==> config.mk <==
export PLATFORM = sky130hd
export DESIGN_NAME = crc_serial_engine_flat
export DESIGN_NICKNAME = d
export VERILOG_FILES = /design/src/rtl/crc_serial_engine_pkg.sv /design/src/rtl/crc_serial_engine_if.sv /design/src/rtl/crc_step.sv /design/src/rtl/crc_serial_engine.sv /design/src/flat_wrapper.sv
export SDC_FILE = /design/constraint.sdc
export NUM_CORES = 1
export LEC_CHECK = 0
export BUFFER_PORTS_ARGS = -buffer_cell sky130_fd_sc_hd__buf_4
export CAP_MARGIN = 10
export CORE_ASPECT_RATIO = 1.5
export CORE_UTILIZATION = 55
export CTS_CLUSTER_SIZE = 30
export DETAILED_ROUTE_END_ITERATION = 10
export PLACE_DENSITY = 0.77
export SLEW_MARGIN = 25
export SYNTH_ARGS = -nofsm -noshare
export SYNTH_HDL_FRONTEND = slang
export SYNTH_SLANG_ARGS = --single-unit
export TNS_END_PERCENT = 30
==> constraint.sdc <==
create_clock -name gated_clk -period 2.75 [get_ports gated_clk]
set_input_delay 0.275 -clock gated_clk [delete_from_list [all_inputs] [get_ports gated_clk]]
set_output_delay 0.275 -clock gated_clk [all_outputs]
set_load 0.01 [all_outputs]
==> src/rtl/crc_serial_engine_pkg.sv <==
// Shared types and the single-bit CRC division step for the serial CRC engine.
package crc_engine_pkg;

    // Engine FSM states.
    typedef enum logic [1:0] {
        IDLE  = 2'd0,
        SHIFT = 2'd1,
        PAD   = 2'd2,
        DONE  = 2'd3
    } state_t;

    // Frame modes, latched when start is accepted.
    localparam logic GEN = 1'b0;
    localparam logic CHK = 1'b1;

    // Widest CRC the step function supports.
    localparam int MAX_W = 16;

    // One polynomial-division step for a CRC of width w (2..MAX_W).
    // The incoming bit b shifts in at the LSB. The register is reduced
    // by poly whenever the bit leaving the top is set. Bits at and above
    // w are forced to zero so the result is a clean w-bit remainder.
    function automatic logic [MAX_W-1:0] crc_div_step(
        input logic [MAX_W-1:0] crc,
        input logic             b,
        input logic [MAX_W-1:0] poly,
        input int               w
    );
        logic [MAX_W-1:0] res;
        logic             msb;
        msb = crc[w-1];
        res = {crc[MAX_W-2:0], b} ^ (msb ? poly : '0);
        for (int i = 0; i < MAX_W; i++) begin
            if (i >= w) res[i] = 1'b0;
        end
        return res;
    endfunction

endpackage

==> src/rtl/crc_serial_engine_if.sv <==
// Bit-stream input, codeword result and status bundle of the serial CRC engine.
//
// Handshakes (both are sampled on rising gated_clk edges only):
//   bit_valid/bit_ready -- a bit transfers on an edge where both are high.
//   cw_valid/cw_ready   -- a result transfers on an edge where both are high.
//   The producer holds its payload stable while valid is high and ready is low.
interface crc_serial_engine_if #(
    parameter int CRC_W = 3,
    parameter int MSG_W = 5
);
    import crc_engine_pkg::*;

    logic                   mode;
    logic                   start;
    logic                   bit_in;
    logic                   bit_valid;
    logic                   bit_ready;
    logic [MSG_W+CRC_W-1:0] cw_out;
    logic                   cw_valid;
    logic                   cw_ready;
    logic [CRC_W-1:0]       crc_out;
    logic                   crc_ok;
    logic                   busy;
    state_t                 state_dbg;

    // Side that feeds bits and consumes results.
    modport master (
        output mode, start, bit_in, bit_valid, cw_ready,
        input  bit_ready, cw_out, cw_valid, crc_out, crc_ok, busy, state_dbg
    );

    // The engine.
    modport slave (
        input  mode, start, bit_in, bit_valid, cw_ready,
        output bit_ready, cw_out, cw_valid, crc_out, crc_ok, busy, state_dbg
    );

endinterface

==> src/rtl/crc_step.sv <==
// Combinational single-bit CRC division step (crc, b -> crc_next).
module crc_step
    import crc_engine_pkg::*;
#(
    parameter int               CRC_W = 3,
    parameter logic [CRC_W-1:0] POLY  = 3'b011
) (
    input  logic [CRC_W-1:0] crc,
    input  logic             b,
    output logic [CRC_W-1:0] crc_next
);

    // Reduce by POLY when the outgoing MSB is set, shifting b in at the bottom.
    always_comb begin
        crc_next = CRC_W'(crc_div_step(MAX_W'(crc), b, MAX_W'(POLY), CRC_W));
    end

endmodule

==> src/rtl/crc_serial_engine.sv <==
// Serial CRC generator/checker: MSB-first bit stream in, codeword and remainder out.
module crc_serial_engine
    import crc_engine_pkg::*;
#(
    parameter int               CRC_W = 3,
    parameter int               MSG_W = 5,
    parameter logic [CRC_W-1:0] POLY  = 3'b011,
    parameter logic [CRC_W-1:0] INIT  = '0
) (
    input  logic                 gated_clk,
    input  logic                 reset,
    crc_serial_engine_if.slave   bus
);

    localparam int TW = MSG_W + CRC_W;
    localparam int CW = $clog2(TW + 1);

    // Count values on which the last bit of each phase is taken.
    localparam logic [CW-1:0] GEN_LAST = CW'(MSG_W - 1);
    localparam logic [CW-1:0] CHK_LAST = CW'(TW - 1);
    localparam logic [CW-1:0] PAD_LAST = CW'(CRC_W - 1);

    state_t           state;
    logic             mode_q;
    logic [CW-1:0]    cnt;
    logic [CRC_W-1:0] crc;
    logic [TW-1:0]    shreg;

    logic             bit_ready_q;
    logic [TW-1:0]    cw_out_q;
    logic             cw_valid_q;
    logic [CRC_W-1:0] crc_out_q;
    logic             crc_ok_q;
    logic             busy_q;

    logic             step_b;
    logic [CRC_W-1:0] crc_next;
    logic [TW-1:0]    shreg_next;

    // PAD feeds the augmentation zeros; otherwise the live stream bit.
    assign step_b     = (state == PAD) ? 1'b0 : bus.bit_in;
    assign shreg_next = {shreg[TW-2:0], bus.bit_in};

    crc_step #(
        .CRC_W (CRC_W),
        .POLY  (POLY)
    ) u_step (
        .crc      (crc),
        .b        (step_b),
        .crc_next (crc_next)
    );

    // Frame sequencer; every output is a register updated alongside the state.
    always_ff @(posedge gated_clk or posedge reset) begin
        if (reset) begin
            state       <= IDLE;
            mode_q      <= GEN;
            cnt         <= '0;
            crc         <= '0;
            shreg       <= '0;
            bit_ready_q <= 1'b0;
            cw_out_q    <= '0;
            cw_valid_q  <= 1'b0;
            crc_out_q   <= '0;
            crc_ok_q    <= 1'b0;
            busy_q      <= 1'b0;
        end else begin
            case (state)
                IDLE: begin
                    if (bus.start) begin
                        crc         <= INIT;
                        cnt         <= '0;
                        shreg       <= '0;
                        mode_q      <= bus.mode;
                        state       <= SHIFT;
                        bit_ready_q <= 1'b1;
                        busy_q      <= 1'b1;
                    end
                end
                SHIFT: begin
                    if (bus.bit_valid) begin
                        crc   <= crc_next;
                        shreg <= shreg_next;
                        cnt   <= cnt + 1'b1;
                        if (mode_q == GEN && cnt == GEN_LAST) begin
                            state       <= PAD;
                            cnt         <= '0;
                            bit_ready_q <= 1'b0;
                        end else if (mode_q == CHK && cnt == CHK_LAST) begin
                            state       <= DONE;
                            bit_ready_q <= 1'b0;
                            cw_valid_q  <= 1'b1;
                            cw_out_q    <= shreg_next;
                            crc_out_q   <= crc_next;
                            crc_ok_q    <= (crc_next == '0);
                        end
                    end
                end
                PAD: begin
                    crc <= crc_next;
                    cnt <= cnt + 1'b1;
                    if (cnt == PAD_LAST) begin
                        state      <= DONE;
                        cw_valid_q <= 1'b1;
                        cw_out_q   <= {shreg[MSG_W-1:0], crc_next};
                        crc_out_q  <= crc_next;
                        crc_ok_q   <= 1'b0;
                    end
                end
                DONE: begin
                    if (bus.cw_ready) begin
                        state      <= IDLE;
                        cw_valid_q <= 1'b0;
                        cw_out_q   <= '0;
                        crc_out_q  <= '0;
                        crc_ok_q   <= 1'b0;
                        busy_q     <= 1'b0;
                    end
                end
                default: begin
                    state <= IDLE;
                end
            endcase
        end
    end

    assign bus.bit_ready = bit_ready_q;
    assign bus.cw_out    = cw_out_q;
    assign bus.cw_valid  = cw_valid_q;
    assign bus.crc_out   = crc_out_q;
    assign bus.crc_ok    = crc_ok_q;
    assign bus.busy      = busy_q;
    assign bus.state_dbg = state;

endmodule

==> src/flat_wrapper.sv <==
// flat-port wrapper written by rule: the top's interface ports become plain ports
module crc_serial_engine_flat import crc_engine_pkg::*;
#(
    parameter int               CRC_W = 3,
    parameter int               MSG_W = 5,
    parameter logic [CRC_W-1:0] POLY  = 3'b011,
    parameter logic [CRC_W-1:0] INIT  = '0
)
  (gated_clk, reset, bus_mode, bus_start, bus_bit_in, bus_bit_valid, bus_cw_ready, bus_bit_ready, bus_cw_out, bus_cw_valid, bus_crc_out, bus_crc_ok, bus_busy, bus_state_dbg);
  crc_serial_engine_if #(.CRC_W(CRC_W), .MSG_W(MSG_W)) bus_i ();
  input  logic gated_clk;
  input  logic reset;
  input wire logic [$bits(bus_i.mode)-1:0] bus_mode;
  input wire logic [$bits(bus_i.start)-1:0] bus_start;
  input wire logic [$bits(bus_i.bit_in)-1:0] bus_bit_in;
  input wire logic [$bits(bus_i.bit_valid)-1:0] bus_bit_valid;
  input wire logic [$bits(bus_i.cw_ready)-1:0] bus_cw_ready;
  output wire logic [$bits(bus_i.bit_ready)-1:0] bus_bit_ready;
  output wire logic [$bits(bus_i.cw_out)-1:0] bus_cw_out;
  output wire logic [$bits(bus_i.cw_valid)-1:0] bus_cw_valid;
  output wire logic [$bits(bus_i.crc_out)-1:0] bus_crc_out;
  output wire logic [$bits(bus_i.crc_ok)-1:0] bus_crc_ok;
  output wire logic [$bits(bus_i.busy)-1:0] bus_busy;
  output wire logic [$bits(bus_i.state_dbg)-1:0] bus_state_dbg;
  assign bus_i.mode = bus_mode;
  assign bus_i.start = bus_start;
  assign bus_i.bit_in = bus_bit_in;
  assign bus_i.bit_valid = bus_bit_valid;
  assign bus_i.cw_ready = bus_cw_ready;
  assign bus_bit_ready = bus_i.bit_ready;
  assign bus_cw_out = bus_i.cw_out;
  assign bus_cw_valid = bus_i.cw_valid;
  assign bus_crc_out = bus_i.crc_out;
  assign bus_crc_ok = bus_i.crc_ok;
  assign bus_busy = bus_i.busy;
  assign bus_state_dbg = bus_i.state_dbg;
  crc_serial_engine #(.CRC_W(CRC_W), .MSG_W(MSG_W), .POLY(POLY), .INIT(INIT)) u_core (.gated_clk(gated_clk), .reset(reset), .bus(bus_i));
endmodule
-- Word level (Yosys, flattened, before mapping)
Index checks and enable logic that the tools add are counted.
- mux-type cells: 48
- equality and inequality tests: 13
- bitwise gates (word level): 2
- add/sub/neg operators: 1
- reduce and logical (&&, ||, !) cells: 15
- operator list (kind ; number):
    $mux W8 ; 5
    $pmux W8 S3 ; 1
    $mux W3 ; 7
    $pmux W3 S3 ; 2
    $mux W1 ; 14
    $mux W2 ; 7
    $mux W7 ; 2
    $pmux W7 S2 ; 1
    $mux W4 ; 3
    $pmux W4 S3 ; 1
    $ne A2 B2 Y1 const B ; 5
    $reduce_and A3 Y1 ; 3
    $eq A4 B3 Y1 const B ; 2
    $pmux W2 S4 ; 1
    $pmux W1 S3 ; 2
    $reduce_and A6 Y1 ; 1
    $reduce_bool A3 Y1 ; 2
    $reduce_and A5 Y1 ; 1
    $add A4 B1 Y4 const B ; 1
    $eq A2 B2 Y1 const B ; 2
    $eq A4 B2 Y1 const B ; 1
    $pmux W1 S2 ; 2
    $reduce_and A4 Y1 ; 1
    $reduce_bool A2 Y1 ; 2
    other kinds (9) ; 10
- flip-flop bits (word level): 32
- output and inout bits: 17
- word-level logic and storage cells: 90
- input bits: 7

-- Depth between registers and ports, before layout
Gate-level depths: netlist of the first run.
- depth after elaboration: 8
- depth in mapped cells: 8
- depth with buffers taken out: 6

-- Modules after synthesis
A second synthesis of the first run with hierarchy kept.
- cell total of the unflattened synthesis: 166
- area total of the unflattened synthesis: 1769.2 um^2
- by module, submodules not included (module ; area an instance (um^2) ; cells an instance ; sequential area each (um^2) ; instances):
    crc_serial_engine ; 1744.2 ; 163 ; 800.8 ; 1
    crc_step ; 25.0 ; 3 ; 0.0 ; 1

-- Worst setup path after synthesis of the first run
No wires, ideal clock.
- kind: reg-to-reg
- from: register u_core.state[0] (netlist: u_core.bus.state_dbg[0])
- to: register u_core.state[1] (netlist: u_core.bus.state_dbg[1])
- cell stages (with the launch flop): 8
- library setup time: 125 ps
- clock period less this slack: 1973 ps
- buffers on the path: 1
- setup slack: 777 ps
- arrival: 1848 ps
- required time: 2625 ps
- path through: dfrtp_1 -> inv_1 -> ha_1 -> clkbuf_1 -> nand2b_1 -> nand2_1 -> or3b_1 -> mux2_4
- longest elaborated chain between the ends: 3
- elaborated cells on any way between the ends: 11
- those cells by class: eq/ne (8); mux (1); reduce/logical (2)
- RTL lines (what ; line ; text):
    from (decl) ; crc_serial_engine.sv:23 ; state_t state;
    from (signal assigned) ; crc_serial_engine.sv:56 ; state <= IDLE;
    from (signal assigned) ; crc_serial_engine.sv:75 ; state <= SHIFT;
    from (signal assigned) ; crc_serial_engine.sv:86 ; state <= PAD;
    $eq A2 B1 Y1 (tied with other cells) ; crc_serial_engine.sv:68 ; case (state)
    $ne A3 B1 Y1 (no line) / $ne A2 B2 Y1 (equally long branches) ; - ;
    $reduce_and A5 Y1 (no line) ; - ;
Several ways; a longest one is shown, not always the timed one.
A chain may end at the register's enable or synchronous reset.

-- Worst setup path in the final report of the first run
- from: register u_core.state[0] (netlist: u_core.bus.state_dbg[0])
- to: register u_core.cnt[3]
- longest elaborated chain between the ends: 3
- elaborated cells on any way between the ends: 8
- those cells by class: eq/ne (4); mux (1); reduce/logical (3)
- RTL lines (what ; line ; text):
    $eq A2 B1 Y1 (tied with other cells) ; crc_serial_engine.sv:68 ;
    $ne A2 B2 Y1 (no line) / $reduce_bool A3 Y1 (equally long branches) ; - ;
    $reduce_and A3 Y1 (no line) ; - ;
    to (signal assigned) ; crc_serial_engine.sv:84 ; cnt <= cnt + 1'b1;
    to (signal assigned) ; crc_serial_engine.sv:101 ; cnt <= cnt + 1'b1;
    to (decl) ; crc_serial_engine.sv:25 ; logic [CW-1:0] cnt;
Several ways; a longest one is shown, not always the timed one.

==> results of run 1 <==
-- logic make-up after synthesis --
logic type,after synthesis
compound gates,44
xor+xnor,2
buf+inv,17
flops,32
mux,17
simple gates,39
fa+ha+maj,8
-- layer usage --
| metal | global-route usage | part of all wire | vias up |
|---|---|---|---|
| met5 | 0 | 0 | - |
| met4 | 0.0957 | 0.029 | 0 |
| met3 | 0.0689 | 0.035 | 9 |
| met1 | 0.270 | 0.40 | 625 |
| li1 | - | - | 624 |
| met2 | 0.404 | 0.53 | 29 |
-- cell type report --
| type | instances | share of cell area |
|---|---|---|
| multi-input combinational | 110 | 0.421 |
| tap | 39 | 0.0238 |
| sequential | 32 | 0.391 |
| inverter | 10 | 0.0183 |
| clock buffer | 6 | 0.0355 |
| timing repair buffer | 25 | 0.0929 |
| clock inverter | 2 | 0.0171 |
-- through the flow --
stage	total power [uW]	cell area, um2	worst slack, ns	hold WS (ns)	instances
after floorplan	1500	1740	0.777	0.391	159
after global placement	1760	1930	0.645	0.298	215
after detailed placement	1800	1930	0.546	0.295	215
after CTS	2250	2050	0.509	0.220	224
after global routing	2390	2050	0.321	0.216	224
final	2240	2050	0.499	0.219	224
-- state kept, by name (all words and copies together), names as in the netlist --
name	count
u_core.bus.crc_ok	1
u_core.cnt	4
u_core.bus.state_dbg	2
u_core.bus.busy	1
u_core.bus.crc_out	3
u_core.bus.cw_out	8
u_core.shreg	7
u_core.bus.bit_ready	1
u_core.bus.cw_valid	1
u_core.mode_q	1
u_core.crc	3
-- how the worst min path moves through the flow --
stage | from | to | slack, ns
6_report | bus_mode | u_core.mode_q$_DFFE_PP0P_ | 0.22
5_1_grt | bus_mode | u_core.mode_q$_DFFE_PP0P_ | 0.22
4_1_cts | bus_mode | u_core.mode_q$_DFFE_PP0P_ | 0.22
3_5_place_dp | reset | u_core.cnt[3]$_DFFE_PP0P_ | 0.30
3_3_place_gp | reset | u_core.cnt[3]$_DFFE_PP0P_ | 0.30
2_1_floorplan | reset | u_core.bus.bit_ready$_DFFE_PP0P_ | 0.39
-- critical path, cell delays in order, from the launching register on --
cell	delay, ns
dfrtp_1	0.47
inv_1	0.12
ha_1	0.32
nand2b_1	0.25
nand3b_1	0.36
or2_2	0.43
o31ai_1	0.20
-- synth_stat cells (all sizes together), types with 2 or more instances --
cell / number / area [um2]
inv: 10 / 37.5
buf: 2 / 16.3
or3b: 2 / 17.5
a21oi: 5 / 28.8
mux2: 12 / 139
o21a: 2 / 15.0
o21ai: 10 / 50.0
nor3b: 2 / 15.0
nor2: 3 / 11.3
a22o: 20 / 175
nor2b: 3 / 18.8
ha: 8 / 100
mux2i: 5 / 50.1
nand3: 5 / 25.0
dfrtp: 32 / 801
clkbuf: 5 / 18.8
nand2b: 3 / 18.8
nand3b: 2 / 18.8
o31ai: 2 / 15.0
o2bb2ai: 2 / 17.5
or2b: 2 / 17.5
nand2: 11 / 41.3
-- power by group --
group          internal, uW  leakage, uW  total, uW  switching [uW]
Combinational           495     0.000521       1070             576
Clock                   269    0.0000552        440             172
Sequential              604     0.000422        730             126
Total                  1370     0.000998       2240             874
-- repair_timing --
item                                   in CTS  in global routing
setup endpoints to repair                   0                  0
endpoints found under the hold margin       8                  0
gates resized for setup                     0                  0
hold buffers                                1                  0
==> out/metrics.cfg, run 1 <==
[finish]
synthToLayoutAreaGrowth_pct=18.0
finalNetCount=199
drive_gt1_frac=0.270
num_antenna_cells=0
final_common_cell=dfrtp_1
fin_util=0.696
final_cell_mix=32 x dfrtp_1, 24 x buf_4, 20 x a22o_1
regArea_um2=801
fillers=229
multi_input_area_um2=862

[cts]
cts_tree=built
post_cts_buffers=0
clockBufferDepth=2
cts.reportedPaths.clkPinSlew_ns=0.06
cts_sinks=32
clk-insertion-delay-late_ns=0.28
cts-root-buf=clkbuf_8
cts_made_buffers=5
htree_levels=2

[critical_path]
critical_path_required_ns=2.94
ff2ff_setup_slack_ns=0.50
critPathKind=reg2reg
path_max_fanout=12
timing.rr.end=u_core.cnt[3]$_DFFE_PP0P_
crit_path_start_kind=flop
arrival_ns=2.44
crit_end=u_core.cnt[3]$_DFFE_PP0P_
rr_worst_depth=6
cp-startpoint=u_core.bus.state_dbg[0]$_DFFE_PP0P_
crit_path_end_kind=flop
r2r_start=u_core.bus.state_dbg[0]$_DFFE_PP0P_

[timing]
tightest_slew_ns=0.561
slew_headroom=0.626
fin_skew_ns=0.00392
slew_viol_final=0
period_share=0.818
tns_ns=0
rsz0062_at_grt=false
finalSetupViolCount=0
hold_viol=0
fin_crit_ns=2.25
max_freq_mhz=444

[route]
drc=0
vias=1287
drtIter0Drc=23
ant_nets=0
wl_per_cell_um=15.7
viasPerCell=5.75
first_pass_iters=4
drt-total-wl_mm=3.51

[floorplan]
die_x_um=47.9
core_area_um2=2940
die_y_um=70.8
initial_utilization=0.590
rows=24
fp.dieArea_um2=3390
ioPinCount=24

[run]
max-cap-violations=0

[yosys]
synth_edf_count=0
async_reset_ff_frac=1.00
synth_top_family_by_area=compound AO/OA/AOI/OAI gates
synth_adder_area_share=0.0577
synth_compound_area_frac=0.187
synth-simple-area-share=0.133
synth_top_flop_cell=dfrtp_1
yosysSeqAreaShare=0.461
synth_nets=174
ys_seq_elements=32
yosys-mux-area-fraction=0.109
yosysWarnings=0
synthXorXnorAreaFrac=0.0101
yosysUniqueCellTypes=38
syn_inst=159
synth.cell_area_um2=1740
syn_avg_cell_area_um2=10.9

[grt]
grt_antenna_before_repair=0
grt_start_max_net_pins=23
grtUsageTotal=0.240
grt_pass1_wl_mm=5.75
overflow=0
grt_pass1_vias=1289

[run_status]
status=finished, final reports clean

[place]
gp_congestion=0.890
dp_hpwl_mm=2.51
port_buffers=23

[power]
leakage_uw=0.000998
ir_drop_mv=0.777
power.density_nw_per_um2=1090

[worst_hold_path]
whs_path_depth=2
hold_class=in2reg

(Power assumes the default switching activity.)
==> run 2, diff against run 1 <==
--- a/config.mk
+++ b/config.mk
@@ -8,10 +8,10 @@
 export BUFFER_PORTS_ARGS = -buffer_cell sky130_fd_sc_hd__buf_4
 export CAP_MARGIN = 10
 export CORE_ASPECT_RATIO = 1.5
-export CORE_UTILIZATION = 55
+export CORE_UTILIZATION = 51
 export CTS_CLUSTER_SIZE = 30
 export DETAILED_ROUTE_END_ITERATION = 10
-export PLACE_DENSITY = 0.77
+export PLACE_DENSITY = 0.75
 export SLEW_MARGIN = 25
 export SYNTH_ARGS = -nofsm -noshare
 export SYNTH_HDL_FRONTEND = slang
==> constraint.sdc (replaced) <==
create_clock -name gated_clk -period 1.9 [get_ports gated_clk]
set_input_delay 0.19 -clock gated_clk [delete_from_list [all_inputs] [get_ports gated_clk]]
set_output_delay 0.19 -clock gated_clk [all_outputs]
set_load 0.01 [all_outputs]
==> run 2 against run 1 <==
Net effect: the flow now finishes with violations (setup timing); setup slack got worse by 0.56 ns; worst hold slack got worse by 0.21 ns; first-iteration DRC count increased by 8.7%; maximum frequency is 15% higher; flip-flop and latch count stayed put; core utilization down 0.58 points; highest routed layer unchanged; critical endpoint is now u_core.bus.state_dbg[1]$_DFFE_PP0P_; cell count increased by 7.6%; wire length is 9.0% higher; global-route usage fell by 1.8 points.
==> out/metrics.cfg, run 2 (synthesis gave the netlist of run 1 again) <==
[run_status]
status=complete, but fails checks
violations=setup timing

[route]
drt-total-wl_mm=3.82
viasPerCell=5.79
drtIter0Drc=25
wl_per_cell_um=15.9
ant_nets=0
drc=0
vias=1396
first_pass_iters=4

[power]
clkPwrFrac=0.155
seq_power_share=0.288
swShare=0.377
p_sw_uw=1380
ir_drop_mv=1.13
power.density_nw_per_um2=1660
intPower_uw=2280
leakage_uw=0.00108
pwr-share-comb=0.557

[place]
port_buffers=23
place_ws_ns=-0.0426
gp_congestion=0.882
dp_hpwl_mm=2.65
placed_area_um2=2040

[critical_path]
r2r_start=u_core.cnt[0]$_DFFE_PP0P_
path_common_cell=or3b_4
critical_path_required_ns=2.07
worst_path_max_delay_cell=or3b_4
crit_family=simple AND/OR/NAND/NOR gates
path_max_fanout=2
arrival_ns=2.12
path_cells=inv_2 > ha_1 > or3b_4 > a21oi_2 > or3b_4 > mux2_4
crit_path_end_kind=flop
critPathBufInv=1
critPathKind=reg2reg
cp-startpoint=u_core.cnt[0]$_DFFE_PP0P_
cpPeakStageDelay_ns=0.41
crit_path_start_kind=flop

[finish]
finalNetCount=215
final_cell_mix=40 x buf_4, 30 x dfrtp_1, 20 x a22o_1
finish.instance_area_um2=2200
final_common_cell=buf_4
largest_reg_flops=8
synthToLayoutAreaGrowth_pct=26.8
num_antenna_cells=0
fin_util=0.690
drive_gt1_frac=0.378

[floorplan]
initial_utilization=0.544
core_area_um2=3190
rows=25
ioPinCount=24
die_x_um=49.6
fp.dieArea_um2=3640
die_y_um=73.4

[timing]
rsz0062_at_grt=true
fin_skew_ns=0.00704
tns_ns=-0.198
tightest_slew_ns=0.393
fin_crit_ns=1.96
slew_viol_final=0
period_share=1.03
slew_headroom=0.731
finalSetupViolCount=11
max_freq_mhz=511
hold_viol=0
setup_slack_ns=-0.0563
hold_ws_ns=0.00581

[cts]
cts_tree=built
cts_sinks=32
cts_hold_buf=0
cts_made_buffers=5
cts-root-buf=clkbuf_8
cts.reportedPaths.clkPinSlew_ns=0.07
clockBufferDepth=2
htree_levels=2
clk-insertion-delay-late_ns=0.28

[grt]
overflow=0
grt_pass1_vias=1389
grtUsageTotal=0.222
grt_start_max_net_pins=33
grt_pass1_wl_mm=5.98
grt_antenna_before_repair=0

[worst_hold_path]
hold_class=in2async

[run]
max-cap-violations=0

run 2: changes by cell type in the layout (fill, tap and decap cells not counted), moves of 2 or more:
| cell | change |
|---|---|
| buf_4 | +16 |
| ha_1 | -2 |
| dfrtp_1 | -2 |
| or3b_4 | +2 |
| or3b_1 | -2 |
| dfrtp_2 | +2 |
| ha_2 | +2 |
| clkbuf_8 | +2 |
run 2: power groups by stage:
stage	Sequential (uW)	Clock [uW]	Combinational, uW
floorplan	1090	0	1110
global placement	1050	0	1800
detailed placement	1060	0	1850
CTS	1050	582	1870
global route	1080	601	2220
finish	1050	567	2040
run 2: tightest hold or removal path, stage by stage:
cell	delay (ns)
buf_4	0.11
inv_1	0.05
buf_4	0.37
run 2: path summary, 6_finish.rpt:
| check | slack, ns | depth (start not counted) | endpoint |
|---|---|---|---|
| setup / recovery | -0.06 | 6 | u_core.bus.state_dbg[1]$_DFFE_PP0P_ |
| hold / removal | 0.006 | 3 | u_core.bus.cw_out[3]$_DFFE_PP0P_ |
| setup reg to reg | -0.06 | 6 | u_core.bus.state_dbg[1]$_DFFE_PP0P_ |
| max in group asynchronous | 1.58 | 3 | u_core.bus.state_dbg[0]$_DFFE_PP0P_ |
| min in group gated_clk | 0.14 | 2 | u_core.mode_q$_DFFE_PP0P_ |
| hold reg to reg | 0.51 | 1 | u_core.bus.cw_out[3]$_DFFE_PP0P_ |
run 2: timing repair:
action | in CTS | in global routing
setup endpoints to repair | 4 | 14
pin swaps | 0 | 3
setup buffers | 0 | 5
gates resized for setup | 1 | 8
run 2: routing by layer:
metal | GRT usage | vias up | share of wire | wire (um)
met2 | 0.402 | 31 | 0.55 | 2110
met1 | 0.225 | 697 | 0.38 | 1460
li1 | - | 655 | - | -
met4 | 0.159 | 0 | 0.038 | 147
met3 | 0.0393 | 13 | 0.027 | 105
met5 | 0 | - | 0 | 0
run 2: final cells by class:
type                    count  area [um2]
inverters                  10        37.5
multi-input cells         110         890
clock buffers               8         100
well taps                  40        50.0
repair buffers             41         320
flip-flops and latches     32         803
fillers                   258         990
run 2: metrics by stage:
stage	power, uW	instances
global placement	2840	228
floorplan	2200	159
CTS	3500	236
finish	3660	241
detailed placement	2920	228
global route	3900	241
